<file path="src/rtl/login_control_pkg.sv">
// Shared constants, state encoding and digit helpers
// for the login/password front end.
package login_control_pkg;

   localparam int PWD_DIGITS  = 4;
   localparam int DIGIT_W     = 4;
   localparam int PWD_W       = PWD_DIGITS * DIGIT_W;
   localparam int MAX_TRIES   = 3;
   localparam int LOCK_CYCLES = 100;

   localparam int TRY_W  = $clog2(MAX_TRIES + 1);
   localparam int CNT_W  = $clog2(PWD_DIGITS + 1);
   localparam int LOCK_W = $clog2(LOCK_CYCLES + 1);

   localparam logic [PWD_W-1:0] DEFAULT_PWD = 16'h1234;

   typedef enum logic [2:0] {
      IDLE,
      CHECK,
      GRANTED,
      NEWPWD,
      LOCKOUT
   } login_state_t;

   function automatic logic bcd_valid(
      input logic [DIGIT_W-1:0] d
   );
      return d <= DIGIT_W'(9);
   endfunction

   function automatic logic [PWD_W-1:0] shift_in(
      input logic [PWD_W-1:0]   b,
      input logic [DIGIT_W-1:0] d
   );
      return {b[PWD_W-DIGIT_W-1:0], d};
   endfunction

endpackage

</file>
<file path="src/rtl/login_control_digit_entry_buf.sv">
// Keypad shift buffer and digit counter; Done fires on
// the edge that accepts the last digit of a full entry.
module login_control_digit_entry_buf
   import login_control_pkg::*;
(
   input  logic               Clk,
   input  logic               Rst,
   input  logic               En,
   input  logic               Enter_Pls,
   input  logic               Clr_Pls,
   input  logic [DIGIT_W-1:0] Digit_In,
   output logic [PWD_W-1:0]   Entry,
   output logic [CNT_W-1:0]   Digit_Cnt,
   output logic               Done
);

   logic accept;

   assign accept = En && Enter_Pls && !Clr_Pls
                && bcd_valid(Digit_In);
   assign Done   = accept
                && (Digit_Cnt == CNT_W'(PWD_DIGITS - 1));

   always_ff @(posedge Clk or negedge Rst) begin
      if (!Rst) begin
         Entry     <= '0;
         Digit_Cnt <= '0;
      end else if (En && Clr_Pls) begin
         Entry     <= '0;
         Digit_Cnt <= '0;
      end else if (accept) begin
         Entry     <= shift_in(Entry, Digit_In);
         Digit_Cnt <= Done ? '0 : Digit_Cnt + CNT_W'(1);
      end
   end

endmodule

</file>
<file path="src/rtl/login_control.sv">
// Login FSM: password check, attempt limit with timed
// lockout, and password change on controller request.
module login_control
   import login_control_pkg::*;
(
   input  logic               Clk,
   input  logic               Rst,
   input  logic [DIGIT_W-1:0] Digit_In,
   input  logic               Enter_Pls,
   input  logic               Clr_Pls,
   input  logic               Log_Out,
   input  logic               Pwd_Res,
   output logic               Log_In,
   output logic               Pwd_Mode,
   output logic               Locked,
   output logic               Err_Pls,
   output logic [TRY_W-1:0]   Tries_Left,
   output logic [CNT_W-1:0]   Digit_Cnt
);

   login_state_t      state, state_n;
   logic [PWD_W-1:0]  pwd, pwd_n, entry;
   logic [LOCK_W-1:0] lock_cnt, lock_n;
   logic [TRY_W-1:0]  tries_n;
   logic              log_in_n, pwd_mode_n;
   logic              locked_n, err_n;
   logic              entry_en, done;

   assign entry_en = (state == IDLE)
                  || (state == NEWPWD);

   login_control_digit_entry_buf u_entry (
      .Clk       (Clk),
      .Rst       (Rst),
      .En        (entry_en),
      .Enter_Pls (Enter_Pls),
      .Clr_Pls   (Clr_Pls),
      .Digit_In  (Digit_In),
      .Entry     (entry),
      .Digit_Cnt (Digit_Cnt),
      .Done      (done)
   );

   always_comb begin
      state_n    = state;
      pwd_n      = pwd;
      lock_n     = lock_cnt;
      tries_n    = Tries_Left;
      log_in_n   = Log_In;
      pwd_mode_n = Pwd_Mode;
      locked_n   = Locked;
      err_n      = 1'b0;
      unique case (state)
         IDLE: begin
            if (done) state_n = CHECK;
         end
         CHECK: begin
            if (entry == pwd) begin
               state_n  = GRANTED;
               log_in_n = 1'b1;
               tries_n  = TRY_W'(MAX_TRIES);
            end else begin
               err_n   = 1'b1;
               tries_n = Tries_Left - TRY_W'(1);
               if (Tries_Left == TRY_W'(1)) begin
                  state_n  = LOCKOUT;
                  locked_n = 1'b1;
                  lock_n   = LOCK_W'(LOCK_CYCLES - 1);
               end else begin
                  state_n = IDLE;
               end
            end
         end
         GRANTED: begin
            if (Log_Out) begin
               log_in_n = 1'b0;
               if (Pwd_Res) begin
                  state_n    = NEWPWD;
                  pwd_mode_n = 1'b1;
               end else begin
                  state_n = IDLE;
               end
            end
         end
         NEWPWD: begin
            // last digit is still on Digit_In, not yet in entry
            if (done) begin
               pwd_n      = shift_in(entry, Digit_In);
               pwd_mode_n = 1'b0;
               state_n    = IDLE;
            end
         end
         LOCKOUT: begin
            if (lock_cnt == '0) begin
               state_n  = IDLE;
               locked_n = 1'b0;
               tries_n  = TRY_W'(MAX_TRIES);
            end else begin
               lock_n = lock_cnt - LOCK_W'(1);
            end
         end
         default: state_n = IDLE;
      endcase
   end

   always_ff @(posedge Clk or negedge Rst) begin
      if (!Rst) begin
         state      <= IDLE;
         pwd        <= DEFAULT_PWD;
         lock_cnt   <= '0;
         Tries_Left <= TRY_W'(MAX_TRIES);
         Log_In     <= 1'b0;
         Pwd_Mode   <= 1'b0;
         Locked     <= 1'b0;
         Err_Pls    <= 1'b0;
      end else begin
         state      <= state_n;
         pwd        <= pwd_n;
         lock_cnt   <= lock_n;
         Tries_Left <= tries_n;
         Log_In     <= log_in_n;
         Pwd_Mode   <= pwd_mode_n;
         Locked     <= locked_n;
         Err_Pls    <= err_n;
      end
   end

endmodule

</file>
<file path="config.mk">
export PLATFORM = sky130hd
export DESIGN_NAME = login_control
export DESIGN_NICKNAME = d
export VERILOG_FILES = /design/src/rtl/login_control_pkg.sv /design/src/rtl/login_control_digit_entry_buf.sv /design/src/rtl/login_control.sv
export SDC_FILE = /design/constraint.sdc
export NUM_CORES = 1
export LEC_CHECK = 0
export BUFFER_PORTS_ARGS = -buffer_cell sky130_fd_sc_hd__buf_2
export CORE_ASPECT_RATIO = 1.1
export CORE_MARGIN = 2
export CORE_UTILIZATION = 50
export DETAILED_ROUTE_END_ITERATION = 8
export PLACE_DENSITY = 0.67
export SYNTH_ARGS = -nofsm -noshare
export SYNTH_HDL_FRONTEND = slang
export SYNTH_SLANG_ARGS = --single-unit
</file>
<file path="constraint.sdc">
create_clock -name Clk -period 3.4 [get_ports Clk]
set_clock_uncertainty 0.1 [all_clocks]
set_input_delay 0.68 -clock Clk [delete_from_list [all_inputs] [get_ports Clk]]
set_output_delay 0.68 -clock Clk [all_outputs]
set_load 0.05 [all_outputs]
</file>
---- Word-level counts from Yosys, hierarchy flattened ----
Cells that the tools add are included.
W data, S select, Z words.
word-level totals
  ROM bits ................................ 0
  output and inout port bits .............. 9
  input bits .............................. 10
  memories kept ........................... 0
  memory bits (writable) .................. 0
  bits in latches ......................... 0
  register bits ........................... 51
cells by class
  $mul .................................... 0
  div/mod/pow operators ................... 0
  $add $sub $neg .......................... 3
  bitwise gates (word level) .............. 0
  order comparisons ....................... 1
  shift-type cells ........................ 0
  reduce and logical (&&, ||, !) cells .... 20
  mux-type cells .......................... 33
  eq/ne operators ......................... 16
operators with widths
  operator               count
  $mux W16               2
  $mux W3                9
  $mux W7                3
  $eq A16 B16 Y1         1
  $reduce_and A4 Y1      4
  $pmux W3 S5            1
  $ne A2 B2 Y1 const B   7
  $pmux W7 S2            1
  $mux W1                10
  $eq A3 B2 Y1 const B   3
  $reduce_bool A2 Y1     4
  $logic_not A7 Y1       1
  $sub A7 B1 Y7 const B  1
  $mux W2                3
  $pmux W1 S2            3
  $logic_and A1 B1 Y1    5
  $le A4 B4 Y1 const B   1
  $ne A2 B1 Y1 const B   2
  $pmux W2 S2            1
  $reduce_and A2 Y1      2
  $add A3 B1 Y3 const B  1
  $eq A3 B1 Y1 const B   1
  $eq A3 B3 Y1 const B   1
  $logic_not A3 Y1       1
  other kinds (5)        5

---- Depth between registers and ports, before layout ----
Gate-level depths: netlist of run 1.
  word-level depth ........................ 9
  mapped depth ............................ 7
  gate-level depth less buffers ........... 6

---- By module ----
From an unflattened synthesis of run 1, not the netlist that was laid out.
unflattened totals
  cells, all modules ...................... 220
  area, all modules ....................... 2,477.4 µm²
by module, submodules not included
  module                         cells each  area an instance (µm²)  times used  sequential area each (µm²)
  login_control                  140         1,615.3                 1           809.5
  login_control_digit_entry_buf  80          862.1                   1           475.5

---- Worst setup path before layout of run 1 ----
No wires, ideal clock.
  kind .................................... reg2reg
  start ................................... reg u_entry.Digit_Cnt[0]
  end ..................................... reg pwd[10]
  setup slack ............................. 1.273 ns
  path buffers ............................ 2
  arrival time ............................ 1.902 ns
  cell stages (with the launch flop) ...... 7
  data required time ...................... 3.175 ns
  cells stage by stage .................... dfrtp_1 ha_1 nor2b_1 and4_4 buf_6 buf_6 mux2_4
between the ends
  word-level cells in the longest chain between the ends .. 3
ends and longest elaborated chain
  item                         line                                 RTL
  start: declaration           login_control_digit_entry_buf.sv:13  output logic [CNT_W-1:0] Digit_Cnt,
  start signal: assignment     login_control_digit_entry_buf.sv:33  Digit_Cnt <= Done ? '0 : Digit_Cnt + CNT_W'(1);
  $eq A3 B2 Y1                 login_control_digit_entry_buf.sv:22  && (Digit_Cnt == CNT_W'(PWD_DIGITS - 1));
  $logic_and A1 B1 Y1          login_control_digit_entry_buf.sv:22
  $reduce_and A2 Y1 (no line)  n/a
  end signal: assignment       login_control.sv:118                 pwd <= pwd_n;
  end: declaration             login_control.sv:22                  logic [PWD_W-1:0] pwd, pwd_n, entry;
No other way between the ends.
A chain may end at the register's enable or synchronous reset.

---- Final worst setup path of run 1 ----
  start ................................... reg lock_cnt[0]
  end ..................................... reg lock_cnt[6]
between the ends
  word-level cells in the longest chain between the ends .. 3
ends and longest elaborated chain
  item                                               line                                      RTL
  start: declaration                                 login_control.sv:23                       logic [LOCK_W-1:0] lock_cnt, lock_n;
  start signal: assignment                           login_control.sv:119                      lock_cnt <= lock_n;
  $sub A7 B1 Y7 or $logic_not A7 Y1 (tied branches)  login_control.sv:99, login_control.sv:94
  $mux W7 or $ne A2 B2 Y1 (tied branches)            n/a
  $pmux W7 S2 or $reduce_and A4 Y1 (tied branches)   n/a
Parallel ways exist; a longest one is shown, timed or not. The select of a mux whose other input is x is not followed.

==> out/qor.csv, run 1 <==
metric,value,unit
detail_route.iter0.violations,63,
floorplan.die_area,0.00548,mm^2
worstReg2RegEnd,lock_cnt[6],
synth_edf_count,0,
busiest_layer,met2,
synth_ff_type,dfrtp_1,
end_kind,flop,
wl,4500,um
drc,0,
finalCriticalPeriod,2010,ps
final_area,0.00267,mm^2
ir_drop,0.000417,V
critPathLaunchType,flop,
io_buffers,18,
avgSynthCellArea,12.8,um^2
layout-area-overhead-vs-synth,8.83,%
htreeDepth,2,
worst_slew_pin_slew,1110,ps
num_vias,1605,
cts_sinks,51,
syn-cell-area,0.00245,mm^2
synth-async-reset-ratio,1.00,
use_met1,0.251,
ctsHoldBuffers,0,
num_antenna_cells,0,
numCtsBuffers,5,
ys_ff_latch,51,
die_w,70.8,um
core_area,0.00468,mm^2
cts.repair.resized,0,
use_met2,0.270,
vias_per_cell,5.99,
wl_per_cell,16.8,um
clk_pin_slew,100,ps
grt_pass1_wl,7690,um
synth_cell_type_count,48,
synth_top_area_share,0.449,
gp_congestion,0.823,
start_util,0.524,
fmax,498,MHz
dr.pass1.iters,4,
crit_path_max_incr_delay,570,ps
reg2reg_slack,1390,ps
hpwl,3150,um
layout_common_cells,"44 x dfrtp_1, 18 x a22o_1, 18 x buf_2, 17 x xor2_1, 9 x mux2_4",
antenna_left,0,
max_slew_margin,0.259,
setup_viol,0,
cp.arrival,2140,ps
synth_area_leaders,"dfrtp_1 45%, dfstp_2 7.5%, a22o_1 6.4%",
yosysTopAreaCell,dfrtp_1,
leakage,1.33,nW
seq_area_frac_synth,0.524,
path_max_fanout,5,
hold_path.class,flop to flop,
io_pins,19,
final_cells,268,
cp_cell_sequence,inv_1 > ha_1 > or4bb_1 > or4_4 > o211ai_2,
min_from,pwd[3],
p_per_area,792,mW/mm^2
syn_nets,206,
grtUsageTotal,0.174,
r2r_start,lock_cnt[0],
grt_overflow,0,
place_ws,1100,ps
cap_violations,0,
drive_gt1_frac,0.236,
use_met3,0.0377,
cts_buffer_depth,2,
hold_depth,1,
grt_max_degree,52,
dp.cells,260,
drv_slew,0,
min_to,pwd[3],
status,finished clean,
crit_required,3530,ps
tns,0,ps
period_share,0.591,
final_common_cell,dfrtp_1,
critPathKind,flop to flop,
rsz0062_at_grt,false,
num_rows,26,
grt_pass1_vias,1580,
antenna_found_initial,0,
clock-root-buffer,clkbuf_8,
hold_viol,0,
fin_nets,225,
clk-insertion-delay-late,300,ps
crit_slowest_cell,or4bb_1,
yosysWarnings,0,
netlist_instances,192,
reg2reg_depth,5,
cts_tree,done,
placed_cell_area,0.00255,mm^2
post_cts.repair.setup_buffers,0,
setup_ws,1390,ps
die_y,77.5,um
-- cell families after synthesis --
family / synth area share
DFF: 0.524
AOI/OAI and AO/OA: 0.151
and+or+nand+nor: 0.116
xor gates and xnor gates: 0.0643
muxes: 0.0918
buffers and inverters: 0.0327
adders and majority gates: 0.0204
-- routing by layer --
metal	share of wire	vias to the layer above
met5	0	-
li1	-	751
met3	0.025	5
met1	0.47	828
met2	0.49	21
met4	0.0085	0
-- cell usage after synthesis (all sizes together) (3+ instances only) --
cell and n:
a22o 18, ha 4, nor2 6, buf 7, o21ai 10, mux2 17
nand2b 4, nand2 3, dfstp 7, o211ai 3, inv 3, nor2b 7
nand3 3, or4 3, nor4 5, xor2 17, dfrtp 44, a21oi 7
-- where the power goes --
group	switching (mW)	internal [mW]	total, mW	leakage (nW)
registers	0.131	0.740	0.872	0.664
clock network	0.196	0.238	0.434	0.0612
logic	0.539	0.269	0.808	0.601
-- stage by stage --
| stage | util | hold slack (ps) | power, mW |
|---|---|---|---|
| floorplan | - | 284 | 1.49 |
| CTS | 0.570 | 410 | 2.13 |
| finish | 0.570 | 419 | 2.11 |
| global route | 0.570 | 442 | 2.25 |
| detailed placement | 0.545 | 385 | 1.69 |
| global placement | 0.545 | 374 | 1.66 |
-- registers in the layout, indices dropped and copies added, names as in the netlist --
register           count
Pwd_Mode               1
Tries_Left             2
lock_cnt               7
u_entry.Entry         16
Log_In                 1
Err_Pls                1
Locked                 1
pwd                   16
state                  3
u_entry.Digit_Cnt      3
-- worst max path at each step --
stage	start	end	slack, ps
CTS	lock_cnt[0]	lock_cnt[6]	1400
global route	lock_cnt[0]	lock_cnt[2]	1320
finish	lock_cnt[0]	lock_cnt[6]	1390
detailed placement	Digit_In[2]	pwd[1]	1100
global placement	Digit_In[2]	pwd[0]	1150
floorplan	u_entry.Digit_Cnt[0]	pwd[10]	1270
-- cell type report --
| type | instances | area, um^2 |
|---|---|---|
| multi-input combinational | 131 | 1090 |
| clock inverter | 2 | 35.0 |
| tap | 56 | 70.1 |
| fill | 407 | 2020 |
| timing repair buffer | 19 | 97.6 |
| clock buffer | 6 | 82.6 |
| sequential | 51 | 1280 |
| inverter | 3 | 11.3 |
-- critical path: cells and delay by family (launching register included) --
kind	cells	cell delay (ps)
buffers and inverters	1	150
DFF	1	390
and+or+nand+nor	2	1020
AOI/OAI and AO/OA	1	70
adders and majority gates	1	210
(Power assumes the default switching activity.)
==> run 2: changes to the inputs <==
==> constraint.sdc (replaced) <==
create_clock -name Clk -period 2 [get_ports Clk]
set_clock_uncertainty 0.1 [all_clocks]
set_input_delay 0.4 -clock Clk [delete_from_list [all_inputs] [get_ports Clk]]
set_output_delay 0.4 -clock Clk [all_outputs]
set_load 0.05 [all_outputs]
==> run 2 against run 1 <==
Sequential share of layout area decreased by 1.9 points. Non-clock buffer count increased by 9. Cell count grew 3.4%. Global-route usage is 1.4 points higher. Clock power up 93%.
==> out/qor.csv, run 2 (synthesis gave the netlist of run 1 again) <==
metric,value,unit
p_seq_frac,0.398,
dr.pass1.iters,4,
cp.arrival,2070,ps
leakage,1.38,nW
num_antenna_cells,0,
clock-root-buffer,clkbuf_8,
hpwl,3290,um
wl,4780,um
tns,0,ps
placed_cell_area,0.00260,mm^2
crit_path_max_incr_delay,560,ps
cts_sinks,51,
ir_drop,0.000807,V
cp-startpoint,lock_cnt[0],
worstReg2RegEnd,lock_cnt[6],
fmax,517,MHz
place_ws,97.9,ps
grt_pass1_wl,8110,um
use_met2,0.302,
fin_util,0.595,
drv_slew,0,
min_to,u_entry.Entry[0],
hold_depth,2,
p_clk_frac,0.222,
vias_per_cell,5.90,
end_kind,flop,
num_vias,1634,
die_w,70.8,um
final_common_cell,dfrtp_1,
num_rows,26,
detail_route.iter0.violations,94,
hold_viol,0,
comb_power_share,0.380,
drc,0,
clk-insertion-delay-late,300,ps
status,finished clean,
core_area,0.00468,mm^2
crit_required,2140,ps
antenna_found_initial,0,
grt_max_degree,24,
power.total,3.76,mW
critPathLaunchType,flop,
r2r_start,lock_cnt[0],
wl_per_cell,17.2,um
die_y,77.5,um
min_from,Digit_In[0],
period_share,0.967,
gp_congestion,0.799,
final_area,0.00279,mm^2
cp_cell_sequence,inv_1 > ha_1 > or4bb_4 > or4_4 > o211ai_2,
worst_slew_pin_slew,536,ps
cap_violations,0,
floorplan.die_area,0.00548,mm^2
grtUsageTotal,0.188,
p_sw,1.48,mW
final_cells,277,
cell_internal_pwr,2.28,mW
p_per_area,1350,mW/mm^2
grt_pass1_vias,1679,
top_regs,"pwd (16), u_entry.Entry (16), lock_cnt (7)",
io_pins,19,
reg2reg_depth,5,
grt_overflow,0,
use_met3,0.0377,
crit_slowest_cell,or4bb_4,
max_slew_margin,0.642,
clk_pin_slew,90,ps
htreeDepth,2,
start_util,0.524,
cts_buffer_depth,2,
use_met1,0.253,
layout_common_cells,"42 x dfrtp_1, 18 x a22o_1, 18 x buf_2, 17 x xor2_1, 9 x mux2_4",
setup_viol,0,
path_max_fanout,5,
critPathKind,flop to flop,
fillers,394,
dp.cells,265,
layout-area-overhead-vs-synth,13.6,%
cts_tree,done,
antenna_left,0,
io_buffers,18,
p_sw_frac,0.395,
numCtsBuffers,5,
setup_ws,66.8,ps
fin_nets,234,
finalCriticalPeriod,1930,ps
busiest_layer,met2,
reg2reg_slack,70,ps
whs,236,ps
hold_path.class,input port to flop,
drive_gt1_frac,0.276,
run 2: cell type report:
class	count	area (um^2)	share of cell area
sequential	51	1290	0.462
clock inverter	2	60.1	0.0216
inverter	3	11.3	0.00404
clock buffer	6	72.6	0.0260
multi-input combinational	131	1090	0.392
tap	56	70.1	0.0251
timing repair buffer	28	193	0.0692
run 2: repair_timing:
action	in CTS	in global routing
hold buffers	1	0
hold endpoints to repair	16	0
gates resized for setup	0	2
endpoints found under the setup margin	0	3
setup buffers	0	3
run 2: layer usage:
layer | part of all wire | up-vias
met2 | 0.49 | 28
met3 | 0.030 | 9
met1 | 0.46 | 826
met5 | 0 | -
met4 | 0.020 | 0
li1 | - | 771
run 2: worst max path at each step:
stage / cells past startpoint / end / slack, ps
floorplan: 6 / pwd[10] / 30
global placement: 5 / lock_cnt[6] / 130
detailed placement: 5 / pwd[0] / 100
CTS: 5 / lock_cnt[6] / 90
global route: 5 / lock_cnt[6] / -30
finish: 5 / lock_cnt[6] / 70
run 2: worst max-delay path: cells and delay by family, from the launching register on:
kind            cells  cell delay [ps]
simple gates        2              990
buf+inv             1              140
fa+ha+maj           1              190
flops               1              390
compound gates      1               70
run 2: power groups by stage:
stage          combinational (mW)  sequential [mW]  clock, mW
6_report                     1.43             1.50      0.836
5_1_grt                      1.57             1.53      0.892
4_1_cts                      1.42             1.48      0.850
3_5_place_dp                 1.42             1.50          0
3_3_place_gp                 1.39             1.49          0
2_1_floorplan               0.850             1.69          0
==> run 3: changes to the inputs <==
--- a/config.mk
+++ b/config.mk
@@ -11,6 +11,7 @@
 export CORE_UTILIZATION = 50
 export DETAILED_ROUTE_END_ITERATION = 8
 export PLACE_DENSITY = 0.67
+export REMOVE_ABC_BUFFERS = 1
 export SYNTH_ARGS = -nofsm -noshare
 export SYNTH_HDL_FRONTEND = slang
 export SYNTH_SLANG_ARGS = --single-unit
==> run 3 against run 2 <==
Core utilization shrank 0.96 points. Sequential share of layout area grew 0.67 points. Die area is the same. First-iteration DRC count shrank 11%. Critical endpoint unchanged. Critical path depth is the same. Clock-buffer cell count is the same. Combinational power is essentially flat. Non-clock buffer count shrank 1.
==> out/qor.csv, run 3 (synthesis gave the netlist of run 1 again) <==
metric,value,unit
grt_max_degree,52,
worst_slew_pin_slew,639,ps
antenna_left,0,
path_max_fanout,4,
critPathLaunchType,flop,
hold_path.class,input port to asynchronous set/reset pin,
power.total,3.62,mW
layout-area-overhead-vs-synth,11.8,%
setup_viol,0,
cts_tree,done,
critPathKind,flop to flop,
hold_viol,0,
grt_pass1_vias,1624,
multi_input_area,0.00109,mm^2
max_slew_margin,0.574,
cts_buffer_depth,2,
dr.pass1.iters,4,
finalCriticalPeriod,1920,ps
core_area,0.00468,mm^2
num_antenna_cells,0,
antenna_found_initial,0,
status,finished clean,
numCtsBuffers,5,
cp.arrival,2050,ps
wl,4640,um
num_rows,26,
die_y,77.5,um
drive_gt1_frac,0.268,
hpwl,3160,um
cts_sinks,51,
clk_pin_slew,90,ps
num_vias,1622,
wl_per_cell,16.8,um
vias_per_cell,5.88,
fmax,520,MHz
grt_overflow,0,
ir_drop,0.000632,V
floorplan.die_area,0.00548,mm^2
fin_nets,233,
fillers,412,
reg2reg_slack,80,ps
leakage,1.37,nW
tns,0,ps
grt_pass1_wl,7820,um
worstReg2RegEnd,lock_cnt[6],
detail_route.iter0.violations,84,
die_w,70.8,um
drv_slew,0,
rsz0062_at_grt,true,
cap_violations,0,
io_buffers,18,
r2r_start,lock_cnt[1],
grtUsageTotal,0.181,
clk-insertion-delay-late,300,ps
gp_congestion,0.792,
p_per_area,1320,mW/mm^2
top_regs,"pwd (16), u_entry.Entry (16), lock_cnt (7)",
crit_required,2130,ps
reg2reg_depth,5,
regArea,0.00128,mm^2
drc,0,
placed_cell_area,0.00258,mm^2
start_util,0.524,
io_pins,19,
period_share,0.962,
htreeDepth,2,
final_area,0.00274,mm^2
layout_common_cells,"44 x dfrtp_1, 18 x a22o_1, 18 x buf_2, 17 x xor2_1, 9 x mux2_4",
clock-root-buffer,clkbuf_8,
end_kind,flop,
final_common_cell,dfrtp_1,
[run 3: worst max path at each step]
stage	endpoint	start	depth (start not counted)	slack, ps
4_1_cts	lock_cnt[6]	lock_cnt[0]	5	50
2_1_floorplan	pwd[0]	u_entry.Digit_Cnt[0]	4	-60
3_3_place_gp	lock_cnt[6]	lock_cnt[0]	5	130
6_report	lock_cnt[6]	lock_cnt[1]	5	80
3_5_place_dp	lock_cnt[6]	lock_cnt[0]	5	70
5_1_grt	lock_cnt[2]	lock_cnt[1]	6	-4
[run 3: through the flow]
stage          hold slack (ps)  utilization  std cells  setup slack (ps)
2_1_floorplan             4.41            -        185             -58.7
3_3_place_gp               373        0.551        264               135
3_5_place_dp               377        0.551        264              73.6
4_1_cts                    115        0.576        272              47.9
5_1_grt                    138        0.585        276             -3.96
6_report                  88.3        0.585        276              76.0
[run 3: repair_timing]
item | 4_1_cts | 5_1_grt
setup endpoints to repair | 0 | 4
setup buffers | 0 | 4
hold buffers | 0 | 0
gates resized for setup | 0 | 1
[run 3: cell type report]
type | count | share of cell area
flip-flops and latches | 51 | 0.469
multi-input cells | 131 | 0.397
repair buffers | 27 | 0.0621
clock buffers | 6 | 0.0301
well taps | 56 | 0.0256
clock inverters | 2 | 0.0128
inverters | 3 | 0.00411
[run 3: per-layer routing]
layer	part of all wire	global-route usage	vias to the layer above	wire, um
li1	-	-	766	-
met1	0.45	0.239	821	2100
met2	0.50	0.293	31	2340
met3	0.033	0.0416	4	154
met4	0.0099	0.0660	0	46
met5	0	0	-	0
[run 3: critical path: stages, from the launching register on]
cell	delay, ps
dfrtp_1	400
inv_1	120
ha_1	180
or4bb_1	550
or4_4	440
o211ai_2	70
[run 3: power breakdown]
part           switching, mW  total (mW)  internal [mW]
clock                  0.329       0.734          0.405
combinational          0.905        1.40          0.498
sequential             0.228        1.49           1.26
total                   1.46        3.62           2.16
